**config.mk**
```make
export PLATFORM = sky130hd
export DESIGN_NAME = alu_control_mc
export DESIGN_NICKNAME = d
export VERILOG_FILES = /design/src/rtl/alu_pkg.sv /design/src/rtl/md_sequencer.sv /design/src/rtl/alu_control_mc.sv
export SDC_FILE = /design/constraint.sdc
export NUM_CORES = 1
export LEC_CHECK = 0
export ABC_CLOCK_PERIOD_IN_PS = 4770
export CAP_MARGIN = 20
export CORE_MARGIN = 8
export CORE_UTILIZATION = 50
export CTS_CLUSTER_DIAMETER = 60
export DETAILED_ROUTE_END_ITERATION = 6
export PLACE_DENSITY_LB_ADDON = 0.08
export SYNTH_ARGS = -nofsm -noshare
export SYNTH_HDL_FRONTEND = slang
export SYNTH_HIERARCHICAL = 1
export SYNTH_SLANG_ARGS = --single-unit
```
**constraint.sdc**
```tcl
create_clock -name clk -period 4.77 [get_ports clk]
set_clock_uncertainty 0.1 [all_clocks]
set_input_delay 0.477 -clock clk [delete_from_list [all_inputs] [get_ports clk]]
set_output_delay 0.477 -clock clk [all_outputs]
set_load 0.02 [all_outputs]
```
**src/rtl/alu_pkg.sv**
```systemverilog
// Shared constants, enums and the combinational ALU-control decode for the
// MIPS-32 ALU control block and its mult/div sequencer.
package alu_pkg;

    localparam logic [3:0] ALU_AND  = 4'h0;
    localparam logic [3:0] ALU_OR   = 4'h1;
    localparam logic [3:0] ALU_ADD  = 4'h2;
    localparam logic [3:0] ALU_SUB  = 4'h6;
    localparam logic [3:0] ALU_SLT  = 4'h7;
    localparam logic [3:0] ALU_NOR  = 4'h8;
    localparam logic [3:0] ALU_XOR  = 4'h9;
    localparam logic [3:0] ALU_SLL  = 4'hA;
    localparam logic [3:0] ALU_SRL  = 4'hB;
    localparam logic [3:0] ALU_SRA  = 4'hC;
    localparam logic [3:0] ALU_SLTU = 4'hD;

    localparam logic [1:0] ALUOP_ADD   = 2'b00;
    localparam logic [1:0] ALUOP_SUB   = 2'b01;
    localparam logic [1:0] ALUOP_RTYPE = 2'b10;
    localparam logic [1:0] ALUOP_OR    = 2'b11;

    localparam logic [5:0] FUNCT_SLL   = 6'h00;
    localparam logic [5:0] FUNCT_SRL   = 6'h02;
    localparam logic [5:0] FUNCT_SRA   = 6'h03;
    localparam logic [5:0] FUNCT_MFHI  = 6'h10;
    localparam logic [5:0] FUNCT_MTHI  = 6'h11;
    localparam logic [5:0] FUNCT_MFLO  = 6'h12;
    localparam logic [5:0] FUNCT_MTLO  = 6'h13;
    localparam logic [5:0] FUNCT_MULT  = 6'h18;
    localparam logic [5:0] FUNCT_MULTU = 6'h19;
    localparam logic [5:0] FUNCT_DIV   = 6'h1A;
    localparam logic [5:0] FUNCT_DIVU  = 6'h1B;
    localparam logic [5:0] FUNCT_ADD   = 6'h20;
    localparam logic [5:0] FUNCT_ADDU  = 6'h21;
    localparam logic [5:0] FUNCT_SUB   = 6'h22;
    localparam logic [5:0] FUNCT_SUBU  = 6'h23;
    localparam logic [5:0] FUNCT_AND   = 6'h24;
    localparam logic [5:0] FUNCT_OR    = 6'h25;
    localparam logic [5:0] FUNCT_XOR   = 6'h26;
    localparam logic [5:0] FUNCT_NOR   = 6'h27;
    localparam logic [5:0] FUNCT_SLT   = 6'h2A;
    localparam logic [5:0] FUNCT_SLTU  = 6'h2B;

    // Encoding matches func[1:0] of the mult/div instructions.
    typedef enum logic [1:0] {
        MULT  = 2'b00,
        MULTU = 2'b01,
        DIV   = 2'b10,
        DIVU  = 2'b11
    } md_op_e;

    typedef enum logic [1:0] {
        IDLE = 2'b00,
        RUN  = 2'b01,
        DONE = 2'b10
    } md_state_e;

    function automatic logic [3:0] decodeAluCtr(input logic [1:0] aluOp, input logic [5:0] func);
        logic [3:0] ctr;
        ctr = ALU_ADD;
        case (aluOp)
            ALUOP_SUB: ctr = ALU_SUB;
            ALUOP_OR:  ctr = ALU_OR;
            ALUOP_RTYPE: begin
                case (func)
                    FUNCT_ADD, FUNCT_ADDU: ctr = ALU_ADD;
                    FUNCT_SUB, FUNCT_SUBU: ctr = ALU_SUB;
                    FUNCT_AND:             ctr = ALU_AND;
                    FUNCT_OR:              ctr = ALU_OR;
                    FUNCT_XOR:             ctr = ALU_XOR;
                    FUNCT_NOR:             ctr = ALU_NOR;
                    FUNCT_SLT:             ctr = ALU_SLT;
                    FUNCT_SLTU:            ctr = ALU_SLTU;
                    FUNCT_SLL:             ctr = ALU_SLL;
                    FUNCT_SRL:             ctr = ALU_SRL;
                    FUNCT_SRA:             ctr = ALU_SRA;
                    default:               ctr = ALU_ADD;
                endcase
            end
            default: ctr = ALU_ADD;
        endcase
        return ctr;
    endfunction

endpackage

```
**src/rtl/md_sequencer.sv**
```systemverilog
// Sequences the iterative mult/div unit: launch pulse, cycle countdown,
// one-cycle HI/LO write strobe and the ID-stage stall for HI/LO hazards.
module md_sequencer
    import alu_pkg::*;
#(
    parameter int MUL_CYCLES = 32,
    parameter int DIV_CYCLES = 32
) (
    input  logic       i_clk,
    input  logic       i_resetN,
    input  logic       i_flush,
    input  logic       i_mdReq,
    input  md_op_e     i_mdOpSel,
    input  logic       i_hiloAccess,
    input  logic       i_hiloRead,
    output logic       o_mdStart,
    output logic [1:0] o_mdOp,
    output logic       o_mdBusy,
    output logic       o_hiloWe,
    output logic       o_stall
);

    localparam int MAX_CYCLES = (MUL_CYCLES > DIV_CYCLES) ? MUL_CYCLES : DIV_CYCLES;
    localparam int CNT_W      = $clog2(MAX_CYCLES);
    localparam logic [CNT_W-1:0] MUL_LOAD = CNT_W'(MUL_CYCLES - 1);
    localparam logic [CNT_W-1:0] DIV_LOAD = CNT_W'(DIV_CYCLES - 1);

    md_state_e        r_state;
    md_state_e        w_nextState;
    logic [CNT_W-1:0] r_count;
    md_op_e           r_mdOp;
    logic             w_stall;
    logic             w_accept;

    // A squashed instruction must never launch, so flush outranks acceptance.
    assign w_stall  = ((r_state == RUN) && (i_mdReq || i_hiloAccess)) ||
                      ((r_state == DONE) && i_hiloRead);
    assign w_accept = i_mdReq && !w_stall && !i_flush;

    always_ff @(posedge i_clk) begin
        if (!i_resetN) begin
            r_state <= IDLE;
        end else begin
            r_state <= w_nextState;
        end
    end

    always_ff @(posedge i_clk) begin
        if (!i_resetN) begin
            r_count <= '0;
            r_mdOp  <= MULT;
        end else if (w_accept) begin
            r_count <= (i_mdOpSel inside {DIV, DIVU}) ? DIV_LOAD : MUL_LOAD;
            r_mdOp  <= i_mdOpSel;
        end else if ((r_state == RUN) && (r_count != '0)) begin
            r_count <= r_count - CNT_W'(1);
        end
    end

    always_comb begin
        w_nextState = r_state;
        case (r_state)
            IDLE: if (w_accept) w_nextState = RUN;
            RUN: begin
                if (i_flush) begin
                    w_nextState = IDLE;
                end else if (r_count == '0) begin
                    w_nextState = DONE;
                end
            end
            DONE:    w_nextState = w_accept ? RUN : IDLE;
            default: w_nextState = IDLE;
        endcase
    end

    // Outputs are held low while reset is asserted so an abandoned op writes nothing.
    always_comb begin
        o_mdStart = i_resetN && w_accept;
        o_mdBusy  = i_resetN && (r_state == RUN);
        o_hiloWe  = i_resetN && (r_state == DONE) && !i_flush;
        o_stall   = i_resetN && w_stall;
        o_mdOp    = r_mdOp;
    end

endmodule

```
**src/rtl/alu_control_mc.sv**
```systemverilog
// MIPS-32 ALU control: combinational alu_op/func decode plus the mult/div
// sequencer that drives the HI/LO unit and the hazard unit.
module alu_control_mc
    import alu_pkg::*;
#(
    parameter int CTR_W      = 4,
    parameter int MUL_CYCLES = 32,
    parameter int DIV_CYCLES = 32
) (
    input  logic             clk,
    input  logic             reset_n,
    input  logic             valid_in,
    input  logic [1:0]       alu_op,
    input  logic [5:0]       func,
    input  logic             flush,
    output logic [CTR_W-1:0] alu_ctr,
    output logic             md_start,
    output logic [1:0]       md_op,
    output logic             md_busy,
    output logic             hilo_we,
    output logic             stall
);

    logic [3:0] w_ctrCode;
    logic       w_isRtype;
    logic       w_mdReq;
    logic       w_hiloAccess;
    logic       w_hiloRead;
    md_op_e     w_mdOpSel;

    assign w_ctrCode = decodeAluCtr(alu_op, func);
    assign alu_ctr   = CTR_W'(w_ctrCode);

    // Sequencing only ever looks at valid R-type instructions.
    assign w_isRtype    = valid_in && (alu_op == ALUOP_RTYPE);
    assign w_mdReq      = w_isRtype &&
                          (func inside {FUNCT_MULT, FUNCT_MULTU, FUNCT_DIV, FUNCT_DIVU});
    assign w_hiloAccess = w_isRtype &&
                          (func inside {FUNCT_MFHI, FUNCT_MTHI, FUNCT_MFLO, FUNCT_MTLO});
    assign w_hiloRead   = w_isRtype && (func inside {FUNCT_MFHI, FUNCT_MFLO});
    assign w_mdOpSel    = md_op_e'(func[1:0]);

    md_sequencer #(
        .MUL_CYCLES (MUL_CYCLES),
        .DIV_CYCLES (DIV_CYCLES)
    ) u_mdSequencer (
        .i_clk        (clk),
        .i_resetN     (reset_n),
        .i_flush      (flush),
        .i_mdReq      (w_mdReq),
        .i_mdOpSel    (w_mdOpSel),
        .i_hiloAccess (w_hiloAccess),
        .i_hiloRead   (w_hiloRead),
        .o_mdStart    (md_start),
        .o_mdOp       (md_op),
        .o_mdBusy     (md_busy),
        .o_hiloWe     (hilo_we),
        .o_stall      (stall)
    );

endmodule

```
==> results.toml <==
[drt]
routed_via_density = 6.24
ant_nets = 0
wirelength_um = 2040
drt_pass1_iterations = 4
drt_iter0_markers = 38
drc = 0
wire_per_inst_um = 15.0
vias = 849

[layout]
stdcell_count = 136
layout.nets = 139
areaGrowthSynthToFinish_pct = 28.4
antenna_cells = 0
final_util_pct = 68.4
drive_gt1_share_pct = 8.33
nFillCells = 127

[global_routing]
grt_antenna_before_repair = 0
grt_usage_pct = 13.4
grt_max_degree = 13
grt_pass1_wl_um = 3570
grt_pass1_vias = 776
grt_overflow = 0

[worst_setup_path]
crit_path_start_kind = "primary input"
arrival_ns = 3.17
reg2reg_depth = 5
cp_max_fo = 7
r2r_setup_slack_ns = 3.15
cp-end-kind = "output pin"
critical_path.top_delay_family = "buffers and inverters"
crit_type = "primary input to output pin"
cp_num_buf_inv = 2
cp_slowest_stage_delay_ns = 0.67
rr_startpoint = "u_mdSequencer/r_count[0]"
required_ns = 4.19
reg2reg_to = "u_mdSequencer/r_count[0]"
crit_chain = "clkdlybuf4s50_1 -> ha_1 -> nor4_1 -> or4_4 -> nor3b_2 -> nand2b_1 -> nor4_1 -> clkdlybuf4s50_1"
crit_path_top_delay_cell = "clkdlybuf4s50_1"

[sta]
tightest_slew_ns = 0.421
slew_viol_final = 0
finalHoldViolCount = 0
period_needed_ns = 3.75
finalSetupViolCount = 0
finalCritPeriodShare_pct = 78.6
relSlewSlack_pct = 72.0
fin_setup_tns_ns = 0
setup_ws_ns = 1.02
rsz0062_at_grt = "no"
max_freq_mhz = 267

[worst_hold_path]
min_path_type = "register to register"
worstHoldEndpoint = "u_mdSequencer/o_mdOp[0]"
worstHoldPathCells = 2
hp-start = "u_mdSequencer/o_mdOp[0]"

[floorplan]
rows = 14
die_h_um = 56.3
core_sq_um = 1520
start_util_pct = 53.3
die_x_um = 56.3
io_pins = 22
fp.dieArea_sq_um = 3170

[yosys]
synth.distinct_cells = 43
synthArstFlopShare_pct = 0
yosys_most_used_dff = "dfxtp_1"
synthTopCellsByArea = "dfxtp_1 22%, ha_1 9.2%, a31oi_1 3.9%"
yosysWarningCount = 6
syn_inst = 100
ys_top_cells_by_count = "9 x dfxtp_1, 8 x nor2_1, 7 x inv_1"
synth_edf_count = 0
synthMostInstantiatedCell = "dfxtp_1"
synth_seq_area_share_pct = 22.2
synth_area_leader_cell = "dfxtp_1"
synth_nets = 118
syn-cell-area_sq_um = 812
yosysTopAreaCellShare_pct = 22.2
yosys_register_bits = 9
syn_avg_cell_area_sq_um = 8.12

[clock_network]
post_cts_resized = 0
cts_hold_buf = 0
cts_max_level = 1
cts_tree = "done"
cts_buffer_depth = 2
clock_latency_ns = 0.26
cts_buffers = 3
clock_sinks = 9
clk_pin_slew_worst_paths_ns = 0.06
cts_root_buffer = "clkbuf_4"
post-cts-setup-buffers = 0

[pwr]
ir_worst_vdd_v = 0.000101
total_power_w = 0.000174
power.density_nw_per_um2 = 167
power.leakage_nw = 0.383

[place]
globalplace.congestion = 0.914
post-dp-hpwl_um = 1570
pre_cts_ws_ns = 1.04
post-place-cells = 132
io_buffers = 21

[run]
cap_violations = 0

[status]
status = "completed"
## stage by stage
stage / area (sq um) / hold WS, ns
2_1_floorplan: 812 / 0.385
3_3_place_gp: 1020 / 0.361
3_5_place_dp: 1020 / 0.365
4_1_cts: 1040 / 0.373
5_1_grt: 1040 / 0.390
6_report: 1040 / 0.369
## worst register-to-register path: cells and delay by family (launching register included)
| kind | cells | cell delay, ns |
|---|---|---|
| simple gates | 1 | 0.51 |
| compound gates | 2 | 0.28 |
| flops | 1 | 0.33 |
| buf+inv | 1 | 0.09 |
| fa+ha+maj | 1 | 0.25 |
## layer usage
metal	global-route usage [%]	vias to the layer above	share of wire, %
met4	3.44	0	0
met5	0	-	0
met2	18.5	35	42
li1	-	421	-
met1	18.2	393	47
met3	6.29	0	10
## kinds of logic (layout without fill, tap and decap cells)
logic type / count (synthesis) / after routing / share of synthesized area [%]
buffers and inverters: 12 / 32 / 6.47
DFF: 9 / 9 / 22.2
adders and majority gates: 6 / 6 / 9.24
AOI/OAI and AO/OA: 26 / 26 / 22.2
and+or+nand+nor: 47 / 47 / 39.9
## placed cells by master (no fill, tap or decap), types with 2 or more instances in the layout
cell / count
a21oi_1: 4
a31oi_1: 5
and2b_1: 2
and3b_1: 2
clkbuf_4: 3
clkdlybuf4s50_1: 21
dfxtp_1: 9
ha_1: 6
inv_1: 7
nand2b_1: 4
nand3_1: 3
nand4_1: 2
nor2_1: 8
nor3_1: 6
nor4_1: 4
nor4b_1: 2
o21a_1: 2
o21ai_0: 2
o31a_1: 2
o31ai_1: 3
## report_power, final
group	switching [W]	internal [W]	leakage [nW]
Clock	0.0000275	0.0000323	0.0150
Sequential	0.000000216	0.0000753	0.0725
Combinational	0.0000194	0.0000189	0.295
Total	0.0000471	0.000127	0.383
## area by class of cell
| cell class | count | area, sq um | area share, % |
|---|---|---|---|
| multi-input combinational | 79 | 579 | 55.6 |
| timing repair buffer | 21 | 210 | 20.2 |
| sequential | 9 | 180 | 17.3 |
| clock buffer | 4 | 26.3 | 2.52 |
| inverter | 7 | 26.3 | 2.52 |
| tap | 16 | 20.0 | 1.92 |
## sequential cells by signal, indices dropped and copies added (netlist names)
| register | flops |
|---|---|
| u_mdSequencer/r_count | 5 |
| u_mdSequencer/r_state | 2 |
| u_mdSequencer/o_mdOp | 2 |
## worst max path at each step
stage,startpoint,end,slack (ns),cells past startpoint
floorplan,func[1],md_start,2.02,7
global placement,func[1],md_start,1.19,8
detailed placement,func[1],md_start,1.04,8
CTS,func[1],md_start,1.03,8
global route,func[1],md_start,0.85,8
finish,func[1],md_start,1.02,8
(Power assumes the default switching activity.)
